<file path="config.mk">
export PLATFORM = sky130hd
export DESIGN_NAME = ibex_cx_sequencer
export DESIGN_NICKNAME = d
export VERILOG_FILES = /design/src/rtl/ibex_cx_sequencer_pkg.sv /design/src/rtl/ibex_cx_sequencer.sv
export SDC_FILE = /design/constraint.sdc
export NUM_CORES = 1
export LEC_CHECK = 0
export CELL_PAD_IN_SITES_DETAIL_PLACEMENT = 0
export CELL_PAD_IN_SITES_GLOBAL_PLACEMENT = 1
export CORE_AREA = 2 2 139 141
export CTS_CLUSTER_DIAMETER = 60
export CTS_CLUSTER_SIZE = 40
export DETAILED_ROUTE_END_ITERATION = 6
export DIE_AREA = 0 0 141 143
export GPL_TIMING_DRIVEN = 0
export PLACE_DENSITY = 0.72
export SYNTH_ARGS = -nofsm -noshare
export SYNTH_HDL_FRONTEND = slang
export SYNTH_SLANG_ARGS = --single-unit
</file>
<file path="constraint.sdc">
create_clock -name clk -period 2.3 [get_ports clk]
set_input_delay 0.23 -clock clk [delete_from_list [all_inputs] [get_ports clk]]
set_output_delay 0.23 -clock clk [all_outputs]
set_load 0.005 [all_outputs]
</file>
<file path="src/rtl/ibex_cx_sequencer_pkg.sv">
// rtl/ibex_cx_sequencer_pkg.sv - shared types for the eFPGA custom-instruction sequencer
package ibex_cx_sequencer_pkg;

  typedef enum logic [2:0] {
    IDLE,
    REQ,
    WAIT,
    DONE,
    DRAIN
  } cx_state_e;

  typedef enum logic [1:0] {
    CX_OP_0,
    CX_OP_1,
    CX_OP_2,
    CX_OP_3
  } cx_optype_e;

endpackage

</file>
<file path="src/rtl/ibex_cx_sequencer.sv">
// rtl/ibex_cx_sequencer.sv - sequences one eFPGA custom instruction between EX and the eFPGA
module ibex_cx_sequencer
  import ibex_cx_sequencer_pkg::*;
#(
  parameter int unsigned TIMEOUT_CYCLES = 256
) (
  input  logic        clk,
  input  logic        rst_n,
  input  logic        issue_i,
  input  logic        kill_i,
  input  logic [1:0]  cx_optype_i,
  input  logic [31:0] operand_a_i,
  input  logic [31:0] operand_b_i,
  output logic        cx_req_valid_o,
  input  logic        cx_req_ready_i,
  output logic [1:0]  cx_req_optype_o,
  output logic [31:0] cx_req_a_o,
  output logic [31:0] cx_req_b_o,
  input  logic        cx_resp_valid_i,
  input  logic [31:0] cx_resp_data_i,
  output logic        cx_resp_ready_o,
  output logic [31:0] result_o,
  output logic        done_o,
  output logic        timeout_o,
  output logic        busy_o
);

  localparam int unsigned CNT_W = $clog2(TIMEOUT_CYCLES + 1);
  localparam logic [CNT_W-1:0] CNT_LAST = CNT_W'(TIMEOUT_CYCLES - 1);

  cx_state_e        state_q, state_d;
  logic [CNT_W-1:0] cnt_q, cnt_d, cnt_inc;
  cx_optype_e       optype_q, optype_d;
  logic [31:0]      a_q, a_d;
  logic [31:0]      b_q, b_d;
  logic [31:0]      result_q, result_d;
  logic             to_q, to_d;

  // Saturates at the compare value so a stalled count never wraps back into range.
  assign cnt_inc = (cnt_q == CNT_LAST) ? cnt_q : cnt_q + CNT_W'(1);

  always_comb begin
    state_d  = state_q;
    cnt_d    = cnt_q;
    optype_d = optype_q;
    a_d      = a_q;
    b_d      = b_q;
    result_d = result_q;
    to_d     = to_q;

    unique case (state_q)
      IDLE: begin
        if (issue_i && !kill_i) begin
          optype_d = cx_optype_e'(cx_optype_i);
          a_d      = operand_a_i;
          b_d      = operand_b_i;
          state_d  = REQ;
        end
      end
      REQ: begin
        // Once the handshake completes the eFPGA owns the op, so a late kill must drain it.
        if (cx_req_ready_i) begin
          cnt_d   = '0;
          state_d = WAIT;
        end else if (kill_i) begin
          state_d = IDLE;
        end
      end
      WAIT: begin
        cnt_d = cnt_inc;
        if (cx_resp_valid_i) begin
          result_d = cx_resp_data_i;
          to_d     = 1'b0;
          state_d  = DONE;
        end else if (kill_i) begin
          cnt_d   = '0;
          state_d = DRAIN;
        end else if (cnt_q == CNT_LAST) begin
          result_d = '0;
          to_d     = 1'b1;
          state_d  = DONE;
        end
      end
      DONE: begin
        to_d    = 1'b0;
        state_d = IDLE;
      end
      DRAIN: begin
        cnt_d = cnt_inc;
        if (cx_resp_valid_i || (cnt_q == CNT_LAST)) begin
          state_d = IDLE;
        end
      end
      default: state_d = IDLE;
    endcase
  end

  always_ff @(posedge clk or negedge rst_n) begin
    if (!rst_n) begin
      state_q  <= IDLE;
      cnt_q    <= '0;
      optype_q <= CX_OP_0;
      a_q      <= '0;
      b_q      <= '0;
      result_q <= '0;
      to_q     <= 1'b0;
    end else begin
      state_q  <= state_d;
      cnt_q    <= cnt_d;
      optype_q <= optype_d;
      a_q      <= a_d;
      b_q      <= b_d;
      result_q <= result_d;
      to_q     <= to_d;
    end
  end

  assign cx_req_valid_o  = (state_q == REQ);
  assign cx_resp_ready_o = (state_q == WAIT) || (state_q == DRAIN);
  assign done_o          = (state_q == DONE);
  assign timeout_o       = (state_q == DONE) && to_q;
  assign busy_o          = (state_q != IDLE);
  assign cx_req_optype_o = optype_q;
  assign cx_req_a_o      = a_q;
  assign cx_req_b_o      = b_q;
  assign result_o        = result_q;

endmodule

</file>
# Word-level counts from Yosys, hierarchy flattened
# Index checks and enable logic that the tools add are counted.
# classes
n_addsub	1
mul	0
n_div	0
order_cmp	0
eq_ne	13
n_shift	0
mux	20
bitwise	0
n_reduce_logical	15
# ops
operator	count
2-to-1 mux 32 bit	3
2-to-1 mux 9 bit	4
case mux 9 bit (3 select lines)	1
2-to-1 mux 3 bit	7
case mux 3 bit (4 select lines)	1
adder 9 x 1 -> 9 bit (second input constant)	1
== test 9 x 8 -> 1 bit (second input constant)	1
== test 3 x 2 -> 1 bit (second input constant)	2
!= test 3 bit (second input constant)	2
AND reduction 3 bit	2
nonzero test 3 bit	2
!= test 2 x 1 -> 1 bit (second input constant)	2
!= test 2 bit (second input constant)	2
!= test 4 bit (second input constant)	1
AND reduction 2 bit	2
AND reduction 4 bit	1
nonzero test 2 bit	2
== test 3 x 1 -> 1 bit (second input constant)	1
== test 3 bit (second input constant)	1
logical NOT 3 bit	1
2-to-1 mux 1 bit	3
!= test 3 x 2 -> 1 bit (second input constant)	1
logical AND 1 bit	2
logical OR 1 bit	2
other kinds (2)	2
# word_totals
register_bits	111
latchBits	0
ramBits	0
romBits	0
out_inout_bits	103
elab_cells	56
n_memories	0

# Depth between registers and ports, before layout
# depth
word_depth	5
depth_mapped	6
depth_no_buf	5

# Worst setup path before layout
# Ideal clock, no wire load.
# synth_timing
kind	register -> register
startpoint	register state_q[2]
endpoint	register a_q[11] (netlist: cx_req_a_o[11])
arrival_ns	1.590
t_required_ns	2.175
setup_slack_ns	0.585
path_stages_with_launch	7
synth_period_minus_slack_ns	1.715
cell_sequence	dfrtp_1 > buf_6 > or3_4 > nand2b_4 > buf_6 > buf_6 > mux2_4
# synth_between
elab_chain_len	2
# synth_rtl
item	line_no	text
start, declared	ibex_cx_sequencer.sv:31	cx_state_e state_q, state_d;
start signal, assigned	ibex_cx_sequencer.sv:108	state_q <= state_d;
logical NOT 3 bit	ibex_cx_sequencer.sv:51	unique case (state_q)
AND reduction 2 bit (no source line)	n/a	
end signal, assigned	ibex_cx_sequencer.sv:103	a_q <= '0;
end signal, assigned	ibex_cx_sequencer.sv:111	a_q <= a_d;
end, declared	ibex_cx_sequencer.sv:34	logic [31:0] a_q, a_d;
# No other way between the ends.
# A chain may end at the register's enable or synchronous reset.

# Worst setup path after layout
# layout_timing
startpoint	register state_q[0]
endpoint	output port timeout_o
# layout_between
elab_chain_len	2
# layout_rtl
item	line_no	text
== test 3 x 2 -> 1 bit	ibex_cx_sequencer.sv:121	assign timeout_o = (state_q == DONE) && to_q;
logical AND 1 bit	ibex_cx_sequencer.sv:121	
end, declared	ibex_cx_sequencer.sv:24	output logic timeout_o,
# No other way between the ends.

==> results_dict.tcl <==
set metrics [dict create \
    outcome "finished clean" \
    relSlewSlack 0.527 \
    clk_latency_ns 0.36 \
    root_buffer "clkbuf_16" \
    switchingPower_mw 2.60 \
    slew_violations 0 \
    ff_latch_area_sq_um 2780 \
    drc 0 \
    firstDrtPassIters 4 \
    synth_cell_types 46 \
    drive_gt1_frac 0.190 \
    cts_buffers 9 \
    grt_max_degree 61 \
    grt_pass1_vias 3588 \
    dpl_cell_area_sq_um 6980 \
    rsz0062_at_grt "false" \
    power_frac_seq 0.371 \
    antenna_found_initial 0 \
    crit_arrival_ns 1.93 \
    coreArea_sq_um 18600 \
    cts.sinks 111 \
    fin_ws_ns 0.137 \
    grt-ovfl-total 0 \
    period_share 0.940 \
    numPortBuffers 206 \
    syn_to_final_growth_pct 58.3 \
    stdcell_area_sq_um 7280 \
    layout_commonest_cell "clkdlybuf4s50_1" \
    max_freq_mhz 462 \
    p_leak_nw 3.17 \
    ys_ff_latch 111 \
    p_per_area_nw_per_um2 1240 \
    htreeDepth 3 \
    insertedDiodeCount 0 \
    multi_input_area_sq_um 1690 \
    wl_per_cell_um 16.4 \
    grt_pass1_wl_um 19500 \
    cp-startpoint "state_q[0]" \
    die_h_um 143 \
    reg2reg_from "cnt_q[0]" \
    tns_ns 0 \
    nFillCells 1719 \
    worstSetupPathType "register to output port" \
    final_cell_mix "clkdlybuf4s50_1, dfrtp_1, mux2_4" \
    vias_per_cell 4.43 \
    drtIter0Drc 105 \
    hold_violations 0 \
    syn-num-nets 412 \
    seq_area_frac_synth 0.604 \
    dp_slack_ns 0.137 \
    finClkSkew_ns 0.0113 \
    post-dp-hpwl_um 9400 \
    die_w_um 141 \
    synth.avg_cell_area_sq_um 15.0 \
    cts_tree "yes" \
    setup_violations 0 \
    cp-start-kind "register" \
    clockPowerShare 0.172 \
    power_frac_comb 0.457 \
    vias 3391 \
    switching_share 0.288 \
    grt_usage 0.123 \
    critPathCaptureType "output port" \
    synth_cells 307 \
    vdd_ir_drop_max_uv 377 \
    globalplace.congestion 0.791 \
    power_mw 9.02 \
    antenna_left 0 \
    p_int_mw 6.42 \
    syn-cell-area_sq_um 4600 \
    rows 50 \
    pin_count 207 \
    routed_wl_um 12500 \
    path_max_fanout 10 \
    tightest_slew_ns 0.710 \
    start_util 0.248 \
    max_cap_violations 0 \
    fin_nets 631 \
    clkTransAtPathRegs_ns 0.08 \
    die_area_sq_um 20200 \
    fin_crit_ns 2.16 \
    ys_warn_count 0 \
    required_ns 2.07 \
    hp-class "input pin to asynchronous set/reset pin" \
    cts_max_path_buffers 2 \
]
-- cell type report --
| class | instances | area share |
|---|---|---|
| well taps | 234 | 0.0402 |
| clock buffers | 9 | 0.0309 |
| repair buffers | 208 | 0.288 |
| inverters | 1 | 0.000516 |
| clock inverters | 7 | 0.00894 |
| multi-input cells | 176 | 0.233 |
| flip-flops and latches | 111 | 0.382 |
| plain buffers | 19 | 0.0172 |
-- worst paths after layout --
check	to	slack, ns	cells past startpoint
max reg2reg	result_o[15]	0.18	6
min reg2reg	result_o[22]	0.50	1
max in group asynchronous	result_o[10]	1.11	3
min in group clk	cx_req_a_o[11]	0.48	2
min	cx_req_a_o[3]	0.45	2
max	timeout_o	0.14	3
-- power groups by stage --
| stage | logic (mW) | registers (mW) | clock network, mW |
|---|---|---|---|
| 3_5_place_dp | 4.16 | 3.38 | 0 |
| 4_1_cts | 4.19 | 3.35 | 1.62 |
| 3_3_place_gp | 4.11 | 3.34 | 0 |
| 6_report | 4.12 | 3.35 | 1.55 |
| 5_1_grt | 4.43 | 3.46 | 1.69 |
| 2_1_floorplan | 1.70 | 3.40 | 0 |
-- critical path, stage by stage (launching register included) --
cell and delay, ns:
dfrtp_1 0.45, clkbuf_1 0.38, and3_1 0.24, clkdlybuf4s50_1 0.51
-- Yosys cell counts (all sizes together) --
master / n / area, sq um
nand3b: 2 / 15.0
and2b: 1 / 7.51
a211oi: 1 / 7.51
o21ai: 2 / 10.0
o41ai: 1 / 8.76
o22a: 2 / 17.5
nand4bb: 1 / 11.3
nor3b: 2 / 15.0
a22o: 32 / 280
mux2: 66 / 893
nor4b: 1 / 8.76
clkbuf: 7 / 26.3
xor2: 1 / 8.76
or2: 2 / 12.5
o211ai: 1 / 7.51
nor2b: 2 / 12.5
ha: 1 / 12.5
buf: 12 / 97.6
or4: 2 / 15.0
inv: 1 / 3.75
a21boi: 3 / 22.5
a311oi: 2 / 17.5
nand2b: 4 / 32.5
a21o: 1 / 7.51
nand3: 3 / 15.0
nor4: 3 / 18.8
o31ai: 2 / 15.0
a21oi: 6 / 30.0
a211o: 1 / 8.76
mux2i: 2 / 20.0
nor3: 4 / 20.0
a2bb2oi: 1 / 8.76
dfrtp: 111 / 2780
and2: 2 / 12.5
nor2: 4 / 15.0
or3: 3 / 23.8
nand2: 8 / 30.0
o21a: 2 / 15.0
nand4b: 1 / 8.76
nor4bb: 1 / 10.0
and3: 2 / 12.5
nand4: 1 / 6.26
-- registers in the layout, indices dropped and copies added, names as in the netlist --
name	cells
cnt_q	9
cx_req_a_o	32
cx_req_b_o	32
cx_req_optype_o	2
result_o	32
state_q	3
to_q	1
-- through the flow --
stage | hold WS, ns | util | instances
2_1_floorplan | -0.0656 | - | 307
3_3_place_gp | 0.481 | 0.374 | 747
3_5_place_dp | 0.325 | 0.376 | 748
4_1_cts | 0.460 | 0.392 | 765
5_1_grt | 0.471 | 0.392 | 765
6_report | 0.453 | 0.392 | 765
-- metal layers --
layer  track usage  up-vias  part of all wire
met5             0        -                 0
met4        0.0484        0             0.018
met3        0.0312       15             0.058
met2         0.207      125              0.51
met1         0.153     1683              0.42
li1              -     1568                 -
-- repair_timing --
action / CTS / global route
buffers inserted: 0 / 0
endpoints found under the setup margin: 0 / 1
gates resized for setup: 0 / 2
hold buffers: 1 / 0
hold endpoints to repair: 51 / 0
-- cell families (layout without fill, tap and decap cells) --
logic type | Yosys count | after routing | share of synthesized area
buffers and inverters | 20 | 244 | 0.0277
adder cells (fa/ha/maj) | 1 | 1 | 0.00272
flip-flops | 111 | 111 | 0.604
AND/OR/NAND/NOR | 49 | 49 | 0.0658
AO/OA/AOI/OAI | 57 | 57 | 0.0993
XOR/XNOR | 1 | 1 | 0.00190
multiplexers | 68 | 68 | 0.199
Power figures use the tool's default switching activity.
==> variant (same flow settings) <==
`TIMEOUT_CYCLES`: 256 -> 512.
--- a/src/rtl/ibex_cx_sequencer.sv
+++ b/src/rtl/ibex_cx_sequencer.sv
@@ -2,7 +2,7 @@
 module ibex_cx_sequencer
   import ibex_cx_sequencer_pkg::*;
 #(
-  parameter int unsigned TIMEOUT_CYCLES = 256
+  parameter int unsigned TIMEOUT_CYCLES = 512
 ) (
   input  logic        clk,
   input  logic        rst_n,
Behaviour: no difference found for any inputs over 4 cycles, from zero or initial values and one cycle with rst_n low; that may be too few to reach the edited logic, so the function may still have changed.
==> variant against the unedited design <==
Sequential cell count up 1; clock skew down 0.0024 ns; routed wire length up 0.43%; via count up 3.1%; worst hold slack better by 0.022 ns; design area up 1.3%; power down 0.48%; synthesized area up 1.3%; worst setup slack better by 0.029 ns; critical path type unchanged.
==> variant: results (changes against the unedited design) <==
stage	metric	value	unit	change
global_route	Total GRT Usage	12.4	%	+0.13 points
placement	DPL Wire Length	9.37	mm	-0.34%
synth	Post-Synth XOR/XNOR Area	0.188	%	-0.0024 points
worst_setup_path	worst setup path startpoint	state_q[1]$_DFFE_PN0P_		
synth	post-synthesis adder-cell area fraction	0.269	%	-0.0034 points
hold_path	Hold Crit Class	input port to flop		
sta	crit path time final	2.13	ns	-0.0293 ns
detailed_routing	routed wire length	12.6	mm	+0.43%
placement	Inst Count DP	762		+1.9%
synth	Cells after Synth	321		+4.6%
synth	Synth cell types	46		unchanged
synth	Compound-Gate Fraction of Synth Area	10.4	%	+0.50 points
global_route	vias in the first global route	3620		+0.89%
synth	largest cells by area after synthesis	dfrtp_1 60%, mux2_4 13%, mux2_2 6.3%		
worst_setup_path	FF-to-FF setup slack	0.31	ns	+0.13 ns
placement	GPL Wtd Cong	0.807		+2.0%
cells_and_area	share of post-route cells with drive strength above 1	18.0	%	-1.0 points
synth	top cells by count, synth	112 x dfrtp_1, 40 x mux2_4, 32 x a22o_1		
sta	endpoints failing hold	0		unchanged
synth	sequential share of the synthesized area	60.2	%	-0.21 points
synth	Synth Net Count	426		+3.4%
power	Seq pwr share	37.7	%	+0.6 points
sta	Setup Skew	0.00894	ns	-0.00235 ns
power	leakage	3.24	nW	+2.2%
placement	Post-DP Area	0.00704	mm2	+0.82%
sta	Max-slew headroom	44.5	%	-8.1 points
placement	dpl ws	0.143	ns	+0.00630 ns
run_status	status	finished, final reports clean		
detailed_routing	post-DR vias/cell	4.49		+1.3%
power	Design Power	0.00897	W	-0.48%
power	VDD IR max	0.000398	V	+5.5%
synth	multiplexer share of the synthesized area	19.4	%	-0.46 points
power	Switching Share	28.0	%	-0.82 points
detailed_routing	Initial DRC Count	171		+63%
[variant: routing by layer]
layer / share of wire (%) / vias to the layer above / track usage, % / wire (um)
met1: 46 / 1700 / 16.7 / 5790
met4: 1.4 / 0 / 4.21 / 177
met5: 0 / - / 0 / 0
met2: 45 / 169 / 19.4 / 5660
li1: - / 1615 / - / -
met3: 7.5 / 13 / 3.59 / 938
[variant: repair_timing]
action / in CTS / in global routing
setup endpoints to repair: 0 / 2
buffers inserted: 0 / 0
hold buffers: 1 / 0
resized for setup: 0 / 1
endpoints found under the hold margin: 1 / 0
[variant: critical path: stages, from the launching register on]
cell             delay [ns]
dfrtp_1                0.39
buf_2                  0.23
nor2b_2                0.23
and3_1                 0.17
clkdlybuf4s50_1        0.52
[variant: cell type report]
class	instances	area (um2)
Buffer	19	115
Clock buffer	10	239
Clock inverter	6	83.8
Fill cell	1728	11200
Inverter	3	11.3
Multi-Input combinational cell	187	1730
Sequential cell	112	2800
Tap cell	234	293
Timing Repair Buffer	208	2100
